--- config.mk ---
export PLATFORM = sky130hd
export DESIGN_NAME = wb_stage
export DESIGN_NICKNAME = d
export VERILOG_FILES = /design/src/rtl/wb_pkg.sv /design/src/rtl/wb_stage_load_align.sv /design/src/rtl/wb_stage.sv
export SDC_FILE = /design/constraint.sdc
export NUM_CORES = 1
export LEC_CHECK = 0
export BUFFER_PORTS_ARGS = -buffer_cell sky130_fd_sc_hd__buf_4
export CAP_MARGIN = 20
export CORE_MARGIN = 1
export CORE_UTILIZATION = 35
export CTS_CLUSTER_SIZE = 12
export DETAILED_ROUTE_END_ITERATION = 6
export RECOVER_POWER = 25
export SETUP_SLACK_MARGIN = 0.1
export SYNTH_ARGS = -nofsm -noshare
export SYNTH_HDL_FRONTEND = slang
export SYNTH_SLANG_ARGS = --single-unit
export TNS_END_PERCENT = 100
--- constraint.sdc ---
create_clock -name clk -period 5.2 [get_ports clk]
set_input_delay 0.78 -clock clk [delete_from_list [all_inputs] [get_ports clk]]
set_output_delay 0.78 -clock clk [all_outputs]
set_load 0.02 [all_outputs]
--- src/rtl/wb_pkg.sv ---
// Shared types for the writeback stage: load funct3 codes and the load-queue entry layout.
package wb_pkg;

  localparam int XLEN = 32;

  typedef enum logic [2:0] {
    LD_B  = 3'b000,
    LD_H  = 3'b001,
    LD_W  = 3'b010,
    LD_BU = 3'b100,
    LD_HU = 3'b101
  } ld_funct3_e;

  // funct3 is kept raw so that unlisted codes survive to the formatter and fall back to a word load
  typedef struct packed {
    logic            live;
    logic [4:0]      rd;
    logic [2:0]      funct3;
    logic [1:0]      off;
    logic [XLEN-1:0] word;
  } ld_entry_t;

endpackage

--- src/rtl/wb_stage_load_align.sv ---
// Combinational load formatter: picks the byte/half at the access offset and sign/zero extends it.
module load_align #(
  parameter int XLEN = 32
) (
  input  logic [2:0]      funct3,
  input  logic [1:0]      off,
  input  logic [XLEN-1:0] word,
  output logic [XLEN-1:0] result
);
  import wb_pkg::*;

  logic [7:0]  byte_sel;
  logic [15:0] half_sel;

  assign byte_sel = word[{off, 3'b000} +: 8];
  assign half_sel = off[1] ? word[31:16] : word[15:0];

  // Misaligned halves are trapped upstream, so off[0] is ignored for LH/LHU
  always_comb begin
    result = word;
    case (funct3)
      LD_B:    result = {{(XLEN-8){byte_sel[7]}}, byte_sel};
      LD_H:    result = {{(XLEN-16){half_sel[15]}}, half_sel};
      LD_BU:   result = {{(XLEN-8){1'b0}}, byte_sel};
      LD_HU:   result = {{(XLEN-16){1'b0}}, half_sel};
      default: result = word;
    endcase
  end

endmodule

--- src/rtl/wb_stage.sv ---
// Writeback stage: arbitrates ALU results and queued load responses onto the single register-file write port.
module wb_stage #(
  parameter int XLEN  = 32,
  parameter int DEPTH = 2
) (
  input  logic            clk,
  input  logic            reset,
  input  logic            alu_valid,
  input  logic [4:0]      alu_rd,
  input  logic [XLEN-1:0] alu_data,
  input  logic            ld_valid,
  output logic            ld_ready,
  input  logic [4:0]      ld_rd,
  input  logic [2:0]      ld_funct3,
  input  logic [1:0]      ld_off,
  input  logic [XLEN-1:0] ld_word,
  output logic            write_enable,
  output logic [4:0]      write_addr,
  output logic [XLEN-1:0] write_data,
  output logic [31:0]     ld_pending
);
  import wb_pkg::*;

  localparam int PW = $clog2(DEPTH);
  localparam int CW = PW + 1;

  ld_entry_t       q [DEPTH];
  ld_entry_t       head_e;
  logic [PW-1:0]   head, tail;
  logic [CW-1:0]   count;
  logic            alu_write, enq, pop, head_write;
  logic [XLEN-1:0] head_data;

  assign head_e    = q[head];
  assign ld_ready  = count < CW'(DEPTH);
  assign alu_write = alu_valid && (alu_rd != 5'd0);
  // A same-cycle ALU write to the same rd is the younger instruction, so that load is dropped
  assign enq       = ld_valid && ld_ready && (ld_rd != 5'd0) && !(alu_write && (alu_rd == ld_rd));
  assign pop       = (count != '0) && (!alu_write || !head_e.live);
  assign head_write = pop && head_e.live && !alu_write;

  load_align #(.XLEN(XLEN)) u_align (
    .funct3 (head_e.funct3),
    .off    (head_e.off),
    .word   (head_e.word),
    .result (head_data)
  );

  // Popped and killed entries have live cleared, so live alone marks an outstanding destination
  always_comb begin
    ld_pending = '0;
    for (int i = 0; i < DEPTH; i++) begin
      if (q[i].live) ld_pending[q[i].rd] = 1'b1;
    end
    ld_pending[0] = 1'b0;
  end

  always_ff @(posedge clk) begin
    if (reset) begin
      for (int i = 0; i < DEPTH; i++) q[i] <= '0;
      head         <= '0;
      tail         <= '0;
      count        <= '0;
      write_enable <= 1'b0;
      write_addr   <= '0;
      write_data   <= '0;
    end else begin
      for (int i = 0; i < DEPTH; i++) begin
        if (alu_write && (q[i].rd == alu_rd)) q[i].live <= 1'b0;
      end
      if (pop) begin
        q[head].live <= 1'b0;
        head         <= head + PW'(1);
      end
      if (enq) begin
        q[tail] <= '{live: 1'b1, rd: ld_rd, funct3: ld_funct3, off: ld_off, word: ld_word};
        tail    <= tail + PW'(1);
      end
      case ({enq, pop})
        2'b10:   count <= count + CW'(1);
        2'b01:   count <= count - CW'(1);
        default: count <= count;
      endcase
      // The ALU always owns the port; a load only writes in a cycle the ALU leaves free
      if (alu_write) begin
        write_enable <= 1'b1;
        write_addr   <= alu_rd;
        write_data   <= alu_data;
      end else if (head_write) begin
        write_enable <= 1'b1;
        write_addr   <= head_e.rd;
        write_data   <= head_data;
      end else begin
        write_enable <= 1'b0;
      end
    end
  end

endmodule

==> reports/qor.yml <==
outcome:
  status: "finished, violations left"
  violations: "max-capacitance violations, max-slew violations"
floorplan:
  num_rows: 51
  core_sq_mm: 0.0197
  die-width_microns: 145
  die-area_sq_mm: 0.0209
  start_util_pct: 36.2
  io_pins: 154
  die_h_microns: 145
yosys:
  ys_warn_count: 0
  synth_area_leaders: "edfxtp_1 35%, dfxtp_1 13%, and2_1 7.5%"
  yosysTopAreaCell: "edfxtp_1"
  yosysUniqueCellTypes: 63
  ys_seq_elements: 129
  avgSynthCellArea_sq_um: 10.4
  syn_nets: 768
  synth_top_area_share_pct: 35.4
  syn_inst: 684
  synth.cell_area_sq_mm: 0.00713
  synth-main-ff-cell: "edfxtp_1"
  async_flop_share_pct: 0
  synth_edf_count: 84
  yosysSeqAreaShare_pct: 48.0
final_layout:
  drive_above_1_share_pct: 22.1
  areaGrowthSynthToFinish_pct: 24.3
  n_antenna_cell: 0
  final_nets: 894
  utilization_pct: 44.9
  fillers: 1942
critical_path:
  r2r-end: "write_data[22]"
  setup.worst_path.end_class: "flop"
  critPathBufInv: 3
  cp-startpoint: "alu_rd[0]"
  crit_arrival_ps: 4310
  max_stage_delay_ps: 1260
  crit_path_frequent_cell: "clkbuf_1"
  startpoint_type: "primary input"
  crit_fanout: 38
  path_cells: "clkbuf_1 > or4_1 > o21ai_4 > clkbuf_1 > o31ai_4 > nor3_4 > buf_4 > and2_1"
  critPathSlowestCell: "clkbuf_1"
  worst-path-stages: 8
  crit_required_ps: 5480
  crit_family: "buffers and inverters"
  crit_end: "q[0][25]"
  worst-setup-path-type: "in2reg"
  r2r_slack_ps: 1400
  rr_worst_depth: 5
sta:
  slew_headroom_pct: -15.2
  rsz0062_at_grt: "no"
  setup_viol: 0
  finalMaxSlewViolations: 39
  tightest_slew_ps: 1730
  setup_tns_ps: 0
  max_freq_ghz: 0.248
  hold_viol_final: 0
  fin_crit_sh_pct: 77.5
  finalClockSkew_ps: 7.40
  timing.final.crit_period_ps: 4030
  fin_ws_ps: 1170
cts:
  root_buffer: "clkbuf_16"
  worstSkewPairLatency_ps: 420
  numCtsBuffers: 17
  cts_tree: "yes"
  max-clock-path-buffers: 2
  holdBufCountCts: 0
  cts.sinks: 129
  postCtsSetupRepairBufs: 0
  htree_levels: 4
  cts.repair.resized: 0
  clk_pin_slew_ps: 60
place:
  portBuffers: 152
  pre_cts_ws_ps: 1490
  gp_congestion: 0.839
  place_hpwl_mm: 14.2
global_routing:
  grt_usage_pct: 19.2
  use_met2_pct: 29.4
  grt_pass1_wl_mm: 30.0
  grt_util_met3_pct: 3.98
  grt_overflow: 0
  antenna_found_initial: 0
  use_met1_pct: 27.2
  grt_max_degree: 45
  grt_pass1_vias: 5371
  grt.busiest_layer: "met2"
power:
  p_per_area_mw_per_mm2: 439
  vdd_drop_max_v: 0.000209
  leakagePower_nw: 3.35
detailed_routing:
  vias: 5728
  ant_nets: 0
  routed_wl_mm: 20.0
  wl_per_cell_microns: 18.4
  vias_per_cell: 5.26
  drc: 0
  dr.pass1.iters: 5
  drt-initial-drc-count: 494
hold_path:
  holdPathStages: 1
  min_path_type: "reg2reg"
job:
  cap_violations: 1
[cells in the mapped netlist (8+ instances only)]
cell and number:
clkbuf_1 28, nand2_1 56, or3_1 25, a211oi_2 10, a22o_1 8, nor2_1 31, o21ai_0 26, mux2_2 18
a21oi_1 34, xnor2_1 12, nand3b_1 11, buf_2 9, edfxtp_1 84, buf_6 8, o211ai_1 15, mux2i_1 47
dfxtp_1 45, o22ai_1 33, nand3_1 15, and2_1 85
[worst min-delay path by stage]
stage,startpoint,endpoint,slack (ps)
2_1_floorplan,count[1],count[1],480
3_3_place_gp,write_data[9],write_data[9],480
3_5_place_dp,write_data[9],write_data[9],470
4_1_cts,write_data[9],write_data[9],490
5_1_grt,write_data[9],write_data[9],510
6_report,write_data[15],write_data[15],480
[through the flow]
| step | power [mW] | hold WS (ps) | instance area, sq um | cells |
|---|---|---|---|---|
| CTS | 3.94 | 487 | 9050 | 1087 |
| global placement | 2.59 | 481 | 8390 | 1055 |
| global route | 4.07 | 511 | 8860 | 1088 |
| floorplan | 2.21 | 484 | 7130 | 684 |
| finish | 3.89 | 481 | 8860 | 1088 |
| detailed placement | 2.59 | 473 | 8390 | 1055 |
[per-layer routing]
| metal | routed length [microns] | part of all wire, % |
|---|---|---|
| met1 | 9400 | 47 |
| met2 | 8990 | 45 |
| met3 | 1360 | 6.8 |
| met4 | 222 | 1.1 |
| met5 | 0 | 0 |
[power breakdown]
part	switching, mW	internal, mW	total, mW
sequential	0.133	1.28	1.41
clock	0.442	0.897	1.34
combinational	0.706	0.433	1.14
total	1.28	2.61	3.89
[sequential cells by signal, indices dropped and copies added, names as in the netlist, named ones only]
| register | count |
|---|---|
| write_enable | 1 |
| q | 86 |
| count | 2 |
| head | 1 |
| write_data | 32 |
| tail | 1 |
| write_addr | 5 |
[cells by family (layout without fill, tap and decap cells)]
| group | after synthesis | in the layout | synth area share, % |
|---|---|---|---|
| compound gates | 158 | 158 | 15.7 |
| buf+inv | 56 | 195 | 4.14 |
| flops | 129 | 129 | 48.0 |
| xor+xnor | 19 | 19 | 2.33 |
| mux | 65 | 65 | 9.44 |
| simple gates | 255 | 255 | 20.1 |
| fa+ha+maj | 1 | 1 | 0.176 |
| other cells | 1 | 1 | 0.0526 |
[area by class of cell]
| type | count | area [sq um] | share of cell area, % |
|---|---|---|---|
| sequential | 129 | 3420 | 38.6 |
| multi-input combinational | 499 | 3410 | 38.5 |
| timing repair buffer | 161 | 1020 | 11.5 |
| clock buffer | 18 | 429 | 4.84 |
| tap | 265 | 332 | 3.74 |
| clock inverter | 14 | 238 | 2.68 |
| inverter | 2 | 7.51 | 0.0847 |
[layout by cell type, fill, tap and decap left out, drive strengths merged, types with 2 or more instances in the layout]
master and count:
buf 107, and2 86, edfxtp 84, clkbuf 72, nand2 57, mux2i 47, dfxtp 45, a21oi 34
o22ai 33, nor2 32, o21ai 28, or3 25, mux2 18, a211oi 17, nand3 15, o211ai 15
xnor2 12, nand3b 11, a22o 8, xor2 7, a311oi 7, nand2b 6, bufinv 6, nor3 6
or3b 5, clkinvlp 4, nor3b 4, clkinv 4, inv 2, or2 2, a2111o 2, nand4 2
No activity file was read; power rests on OpenSTA's default activity.
